--- config.mk ---
export PLATFORM = sky130hd
export DESIGN_NAME = fft_frame_sequencer
export DESIGN_NICKNAME = d
export VERILOG_FILES = /design/src/rtl/fft_pkg.sv /design/src/rtl/fft_frame_sequencer.sv
export SDC_FILE = /design/constraint.sdc
export NUM_CORES = 1
export LEC_CHECK = 0
export BUFFER_PORTS_ARGS = -buffer_cell sky130_fd_sc_hd__buf_2
export CAP_MARGIN = 20
export CORE_AREA = 3 3 97 80
export DETAILED_ROUTE_END_ITERATION = 10
export DIE_AREA = 0 0 100 83
export GPL_TIMING_DRIVEN = 0
export PLACE_DENSITY = 0.83
export REMOVE_ABC_BUFFERS = 1
export SLEW_MARGIN = 0
export SYNTH_ARGS = -nofsm -noshare
export SYNTH_HDL_FRONTEND = slang
export SYNTH_SLANG_ARGS = --single-unit
export TNS_END_PERCENT = 100
--- constraint.sdc ---
create_clock -name Bus2IP_Clk -period 3.9 [get_ports Bus2IP_Clk]
set_clock_uncertainty 0.2 [all_clocks]
set_input_delay 0.39 -clock Bus2IP_Clk [delete_from_list [all_inputs] [get_ports Bus2IP_Clk]]
set_output_delay 0.39 -clock Bus2IP_Clk [all_outputs]
set_load 0.03 [all_outputs]
--- src/rtl/fft_pkg.sv ---
// Shared types and constants for the FFT frame sequencer.
package fft_pkg;

    typedef enum logic [2:0] {
        ST_RST_CORE = 3'd0,
        ST_IDLE     = 3'd1,
        ST_CONFIG   = 3'd2,
        ST_LOAD     = 3'd3,
        ST_UNLOAD   = 3'd4,
        ST_DONE     = 3'd5
    } state_e;

    localparam logic [1:0] ERR_NONE     = 2'd0;
    localparam logic [1:0] ERR_CORE_EVT = 2'd1;
    localparam logic [1:0] ERR_TLAST    = 2'd2;
    localparam logic [1:0] ERR_TIMEOUT  = 2'd3;

    localparam int DEF_LOG2_NFFT = 9;
    localparam int DEF_CFG_W     = 8;

endpackage

--- src/rtl/fft_frame_sequencer.sv ---
// Frame-level controller for an AXI-Stream FFT core: resets the core, sends
// the config word, streams one frame in, drains one frame out and reports
// completion, protocol errors and stalled unloads.
//
// Handshake rule on every stream: a beat transfers on the rising edge where
// tvalid and tready are both 1; the sequencer only gates valid/ready with
// the current state, sample and result data pass straight through.
module fft_frame_sequencer
    import fft_pkg::*;
#(
    parameter int LOG2_NFFT  = DEF_LOG2_NFFT,
    parameter int DATA_W     = 32,
    parameter int CFG_W      = DEF_CFG_W,
    parameter int RST_CYCLES = 2,
    parameter int TIMEOUT    = 1024
) (
    input  logic              Bus2IP_Clk,
    input  logic              Bus2IP_Reset,
    input  logic              cmd_start,
    input  logic              cmd_abort,
    input  logic              cfg_fwd_inv,
    input  logic [CFG_W-2:0]  cfg_scale,
    input  logic              smp_tvalid,
    input  logic [DATA_W-1:0] smp_tdata,
    output logic              smp_tready,
    output logic              fft_aresetn,
    output logic              fft_cfg_tvalid,
    output logic [CFG_W-1:0]  fft_cfg_tdata,
    input  logic              fft_cfg_tready,
    output logic              fft_s_tvalid,
    output logic [DATA_W-1:0] fft_s_tdata,
    output logic              fft_s_tlast,
    input  logic              fft_s_tready,
    input  logic              fft_m_tvalid,
    input  logic              fft_m_tlast,
    output logic              fft_m_tready,
    output logic              res_tvalid,
    output logic              res_tlast,
    input  logic              res_tready,
    input  logic              ev_tlast_unexp,
    input  logic              ev_tlast_miss,
    output logic              busy,
    output logic              done,
    output logic              err,
    output logic [1:0]        err_code,
    output logic [15:0]       frame_cnt,
    output state_e            dbg_state
);

    localparam int TMO_W = $clog2(TIMEOUT + 1);
    localparam int RC_W  = $clog2(RST_CYCLES + 1);
    localparam logic [LOG2_NFFT-1:0] LAST_IDX = {LOG2_NFFT{1'b1}};
    localparam logic [TMO_W-1:0]     TMO_LAST = TMO_W'(TIMEOUT - 1);
    localparam logic [RC_W-1:0]      RC_LAST  = RC_W'(RST_CYCLES - 1);

    state_e               state_q;
    logic [RC_W-1:0]      rst_cnt_q;
    logic [LOG2_NFFT-1:0] in_cnt_q;
    logic [LOG2_NFFT-1:0] out_cnt_q;
    logic [TMO_W-1:0]     tmo_cnt_q;
    logic [CFG_W-1:0]     cfg_q;
    logic                 err_q;
    logic [1:0]           err_code_q;
    logic [15:0]          frame_cnt_q;

    logic       in_hs, out_hs, in_last, out_last, ev_any, in_frame;
    logic       start_ok, tmo_hit, err_hit;
    logic [1:0] err_hit_code;

    assign in_hs    = (state_q == ST_LOAD) && smp_tvalid && fft_s_tready;
    assign out_hs   = (state_q == ST_UNLOAD) && fft_m_tvalid && res_tready;
    assign in_last  = (in_cnt_q == LAST_IDX);
    assign out_last = (out_cnt_q == LAST_IDX);
    assign ev_any   = ev_tlast_unexp || ev_tlast_miss;
    assign in_frame = (state_q == ST_CONFIG) || (state_q == ST_LOAD) || (state_q == ST_UNLOAD);
    assign start_ok = (state_q == ST_IDLE) && cmd_start && !cmd_abort;
    assign tmo_hit  = (state_q == ST_UNLOAD) && !out_hs && (tmo_cnt_q == TMO_LAST);

    assign smp_tready     = (state_q == ST_LOAD) && fft_s_tready;
    assign fft_s_tvalid   = (state_q == ST_LOAD) && smp_tvalid;
    assign fft_s_tdata    = smp_tdata;
    assign fft_s_tlast    = (state_q == ST_LOAD) && in_last;
    assign fft_m_tready   = (state_q == ST_UNLOAD) && res_tready;
    assign res_tvalid     = (state_q == ST_UNLOAD) && fft_m_tvalid;
    assign res_tlast      = (state_q == ST_UNLOAD) && out_last;
    assign fft_cfg_tvalid = (state_q == ST_CONFIG);
    assign fft_cfg_tdata  = cfg_q;
    assign fft_aresetn    = (state_q != ST_RST_CORE);
    assign busy           = (state_q != ST_IDLE);
    assign done           = (state_q == ST_DONE);
    assign err            = err_q;
    assign err_code       = err_code_q;
    assign frame_cnt      = frame_cnt_q;
    assign dbg_state      = state_q;

    // Classify this cycle's error source; core events outrank unload checks,
    // and an abort suppresses the unload checks it overrides.
    always_comb begin
        err_hit      = 1'b0;
        err_hit_code = ERR_NONE;
        if (in_frame && ev_any) begin
            err_hit      = 1'b1;
            err_hit_code = ERR_CORE_EVT;
        end else if ((state_q == ST_UNLOAD) && !cmd_abort) begin
            if (out_hs && (fft_m_tlast != out_last)) begin
                err_hit      = 1'b1;
                err_hit_code = ERR_TLAST;
            end else if (tmo_hit) begin
                err_hit      = 1'b1;
                err_hit_code = ERR_TIMEOUT;
            end
        end
    end

    // Frame FSM with its counters, config latch and sticky error state.
    always_ff @(posedge Bus2IP_Clk or posedge Bus2IP_Reset) begin
        if (Bus2IP_Reset) begin
            state_q     <= ST_RST_CORE;
            rst_cnt_q   <= '0;
            in_cnt_q    <= '0;
            out_cnt_q   <= '0;
            tmo_cnt_q   <= '0;
            cfg_q       <= '0;
            err_q       <= 1'b0;
            err_code_q  <= ERR_NONE;
            frame_cnt_q <= '0;
        end else begin
            if (start_ok) begin
                err_q      <= 1'b0;
                err_code_q <= ERR_NONE;
            end else if (err_hit) begin
                err_q <= 1'b1;
                if (!err_q) err_code_q <= err_hit_code;
            end

            case (state_q)
                ST_RST_CORE: begin
                    in_cnt_q  <= '0;
                    out_cnt_q <= '0;
                    tmo_cnt_q <= '0;
                    if (rst_cnt_q == RC_LAST) begin
                        rst_cnt_q <= '0;
                        state_q   <= ST_IDLE;
                    end else begin
                        rst_cnt_q <= rst_cnt_q + RC_W'(1);
                    end
                end
                ST_IDLE: begin
                    if (cmd_abort) begin
                        state_q <= ST_RST_CORE;
                    end else if (cmd_start) begin
                        cfg_q   <= {cfg_scale, cfg_fwd_inv};
                        state_q <= ST_CONFIG;
                    end
                end
                ST_CONFIG: begin
                    if (cmd_abort || ev_any) state_q <= ST_RST_CORE;
                    else if (fft_cfg_tready) state_q <= ST_LOAD;
                end
                ST_LOAD: begin
                    if (cmd_abort || ev_any) begin
                        state_q <= ST_RST_CORE;
                    end else if (in_hs) begin
                        if (in_last) begin
                            in_cnt_q  <= '0;
                            tmo_cnt_q <= '0;
                            state_q   <= ST_UNLOAD;
                        end else begin
                            in_cnt_q <= in_cnt_q + LOG2_NFFT'(1);
                        end
                    end
                end
                ST_UNLOAD: begin
                    if (cmd_abort || ev_any || tmo_hit) begin
                        state_q <= ST_RST_CORE;
                    end else if (out_hs) begin
                        tmo_cnt_q <= '0;
                        if (out_last) begin
                            out_cnt_q   <= '0;
                            frame_cnt_q <= frame_cnt_q + 16'd1;
                            state_q     <= ST_DONE;
                        end else begin
                            out_cnt_q <= out_cnt_q + LOG2_NFFT'(1);
                        end
                    end else begin
                        tmo_cnt_q <= tmo_cnt_q + TMO_W'(1);
                    end
                end
                ST_DONE: begin
                    state_q <= cmd_abort ? ST_RST_CORE : ST_IDLE;
                end
                default: state_q <= ST_RST_CORE;
            endcase
        end
    end

endmodule

==> results by group <==
Setup path
  • Setup CP Type: reg2reg
  • CP endpoint kind: flop
  • Startpoint class of the critical path: flop
  • Critical Path RT: roughly 4000 ps
  • Max FO, Critical Path: 10
  • CP arrival: 3360 ps
  • R2r worst-path depth: 9

Detailed routing
  • Violation count after the first detailed-routing iteration: 181
  • Drt wl/cell: between 15 and 20 µm
  • DRC: 0
  • Post-Route WL: 8529 µm
  • Metal3 WL: roughly 840 µm
  • Vias: approximately 2,900
  • 1st-pass router iterations: 5
  • Highest routed metal layer: met4
  • Met2 Wirelength: 3625 µm
  • DRT met1 WL: 3948 µm
  • DR vias/cell: roughly 5.8
  • Antenna-violating nets left: 0

Run
  • Number of max-cap violations: 0

Synth
  • Post-Synth Adder-Cell Area: 0.02211
  • Seq/Total Area, Yosys: 0.4495
  • Post-synth top cells: dfrtp_1 (61), nand2_1 (52), buf_4 (32), o21ai_0 (32), nor2_1 (22)
  • Post-synthesis mux area share: 0.006264
  • Ys flop type: dfrtp_1
  • Simple-gate share of the synthesized area: 0.2277
  • Yosys top cell area share: 0.4495
  • Top cells by area, synth: dfrtp_1 (45%), buf_4 (7.1%), nand2_1 (5.7%)
  • Seq cells post-synth: 61
  • Unique cell type count in the Yosys netlist: between 40 and 50
  • Asr flop ratio synth: 1.000
  • Synthesized area: around 3400 µm²
  • Yosys warning total: 0
  • Compound-Gate Fraction of Synth Area: 0.1536
  • Largest family of logic cells by synthesized area: simple AND/OR/NAND/NOR gates
  • Synth area leader: dfrtp_1
  • Cells after synthesis: approximately 370
  • Post-synth EDFFs: 0
  • Synth Area in XOR/XNOR: 0.05158
  • Most common cell in the netlist: dfrtp_1
  • Avg Cell Area, Syn: 9.153 µm²

Hold path
  • Worst Hold Class: in2reg
  • Hold path depth: 3

Power and ir drop
  • Power Total: roughly 1.9 mW
  • NetSw: approximately 0.7 mW
  • Sequential power share: 0.408
  • Internal power: about 1.2 mW
  • Maximum vdd drop: 0.4444 mV
  • Comb pwr share: 0.303
  • Clock power frac: 0.289
  • LEAKAGE: approximately 1.8 nW
  • Switching Share: 0.3772
  • Pwr dens: just over 500 nW/µm²

Die
  • Core Area: about 7000 µm²
  • Die width: roughly 100 µm
  • Initial Util: 0.4952
  • I/O pins: ~120
  • DIE HEIGHT: 83 µm
  • Cell Rows: 27
  • Die ar.: 8300 µm²

Global routing
  • Vias in the first global route: around 2,700
  • Largest net degree at the start of global routing: 42
  • First-pass GRT wire length: between 10,000 and 15,000 µm
  • Initial antenna violation count: 0
  • Remaining global-route overflow: 0
  • Total GRT Usage: 0.2099

Place
  • Placed cell area: 3525 µm²
  • RePlAce Congestion: around 0.80
  • Number of instances in the placed design: between 400 and 500
  • Final HPWL DP: 6104 µm
  • Port Buffers: 59

Clocking
  • CTS Buf Count: 9
  • TritonCTS clock tree: done
  • CTS Buffer Depth: 2
  • Post-CTS Resized: 0
  • Worst-Skew Late Latency: around 340 ps
  • H-tree depth: 3
  • Root Driver: clkbuf_8
  • TritonCTS Sinks: 61
  • Setup Buffers After CTS: 0
  • Worst-path clk slew: roughly 70 ps

Timing
  • Max-slew violation count: 0
  • WHS: 33.52 ps
  • Final setup vio count: 0
  • Crit path time final: between 3000 and 4000 ps
  • Fin crit share: 0.8557
  • RSZ-0062 raised after global routing: false
  • Post-route setup TNS: 0 ps
  • Hold Violations, Final: 0
  • Slew HR: 0.3119
  • Fmax: around 300 MHz
  • Worst Max-Slew Pin Slew: just over 1000 ps

Layout
  • Final instance area: roughly 3700 µm²
  • Area growth syn-to-layout: 9.727%
  • Post-layout net count: around 460
  • Non-Filler Instances: ~490
  • Layout cells sized above 1: 0.2005
  • Ant diodes: 0

Outcome
  • Outcome: finished, final reports clean
==> per-layer routing <==
metal | global-route usage | up-vias
met5 | 0.05128 | -
met4 | 0.05263 | 0
met3 | 0.1008 | 12
met2 | 0.2853 | 121
met1 | 0.2954 | 1386
li1 | - | 1346
==> layout by cell type (no fill, tap or decap), drive strengths merged, types with 2 or more instances in the layout <==
cell type / instances
a211oi: 2
and2: 10
a22o: 9
a31oi: 8
nand2: 52
a21oi: 12
xnor2: 13
o21ai: 33
ha: 6
dfrtp: 61
nor3b: 2
and3: 14
clkinv: 4
buf: 60
or3: 6
inv: 2
nor2: 22
nand4: 8
a21boi: 3
o41ai: 2
clkbuf: 11
nor3: 7
a32o: 3
nand2b: 5
nand3: 18
o31ai: 5
nor4: 4
xor2: 7
==> state kept, by name, indices dropped and copies added, names as in the netlist <==
register       count
in_cnt_q           9
rst_cnt_q          2
err                1
fft_cfg_tdata      8
frame_cnt         16
out_cnt_q          9
dbg_state          3
err_code           2
tmo_cnt_q         11
==> area by class of cell <==
| class | instances | area (µm²) |
|---|---|---|
| clock buffers | 11 | 141.4 |
| clock inverters | 5 | 50.05 |
| fillers | 587 | 3132 |
| inverters | 2 | 7.507 |
| multi-input cells | 264 | 1567 |
| flip-flops and latches | 61 | 1526 |
| well taps | 87 | 108.9 |
| repair buffers | 61 | 325.3 |
==> worst paths after layout <==
path | startpoint | to | slack (ps)
min in group asynchronous | Bus2IP_Reset | fft_cfg_tdata[4] | 400
setup reg to reg | out_cnt_q[0] | frame_cnt[15] | 560
hold / removal | cfg_scale[2] | fft_cfg_tdata[3] | 30
max in group asynchronous | Bus2IP_Reset | frame_cnt[8] | 2530
hold reg to reg | frame_cnt[15] | frame_cnt[15] | 270
setup / recovery | out_cnt_q[0] | frame_cnt[15] | 560
==> power by group through the flow <==
stage	Clock (mW)	Combinational, mW	Sequential (mW)
after floorplan	0	0.293	0.885
after global placement	0	0.561	0.778
after detailed placement	0	0.570	0.781
after CTS	0.557	0.575	0.771
after global routing	0.585	0.629	0.787
final	0.547	0.574	0.773
==> cells by family (layout without fill, tap and decap cells) <==
group / after synthesis / in the layout
XOR/XNOR: 20 / 20
buffers and inverters: 46 / 79
AO/OA/AOI/OAI: 82 / 82
adder cells (fa/ha/maj): 6 / 6
flip-flops: 61 / 61
multiplexers: 2 / 2
AND/OR/NAND/NOR: 154 / 154
==> what timing repair did <==
item / CTS / global route
hold buffers: 1 / 0
endpoints found under the hold margin: 20 / 0
endpoints found under the setup margin: 0 / 0
==> critical path, cell delays in order, from the launching register on <==
cell and delay, ps:
dfrtp_1 420, ha_1 210, and3_1 240, nand3_1 120
nor2_1 140, ha_1 400, nand3_1 320, nor4_1 810
nand4_1 200, xnor2_1 170
==> metrics by stage <==
stage / worst slack [ps] / utilization
after floorplan: 1270 / -
after global placement: 849.2 / 0.5110
after detailed placement: 701.7 / 0.5140
after CTS: 592.7 / 0.5433
after global routing: 252.8 / 0.5433
final: 562.8 / 0.5433
No activity file was read; power rests on OpenSTA's default activity.
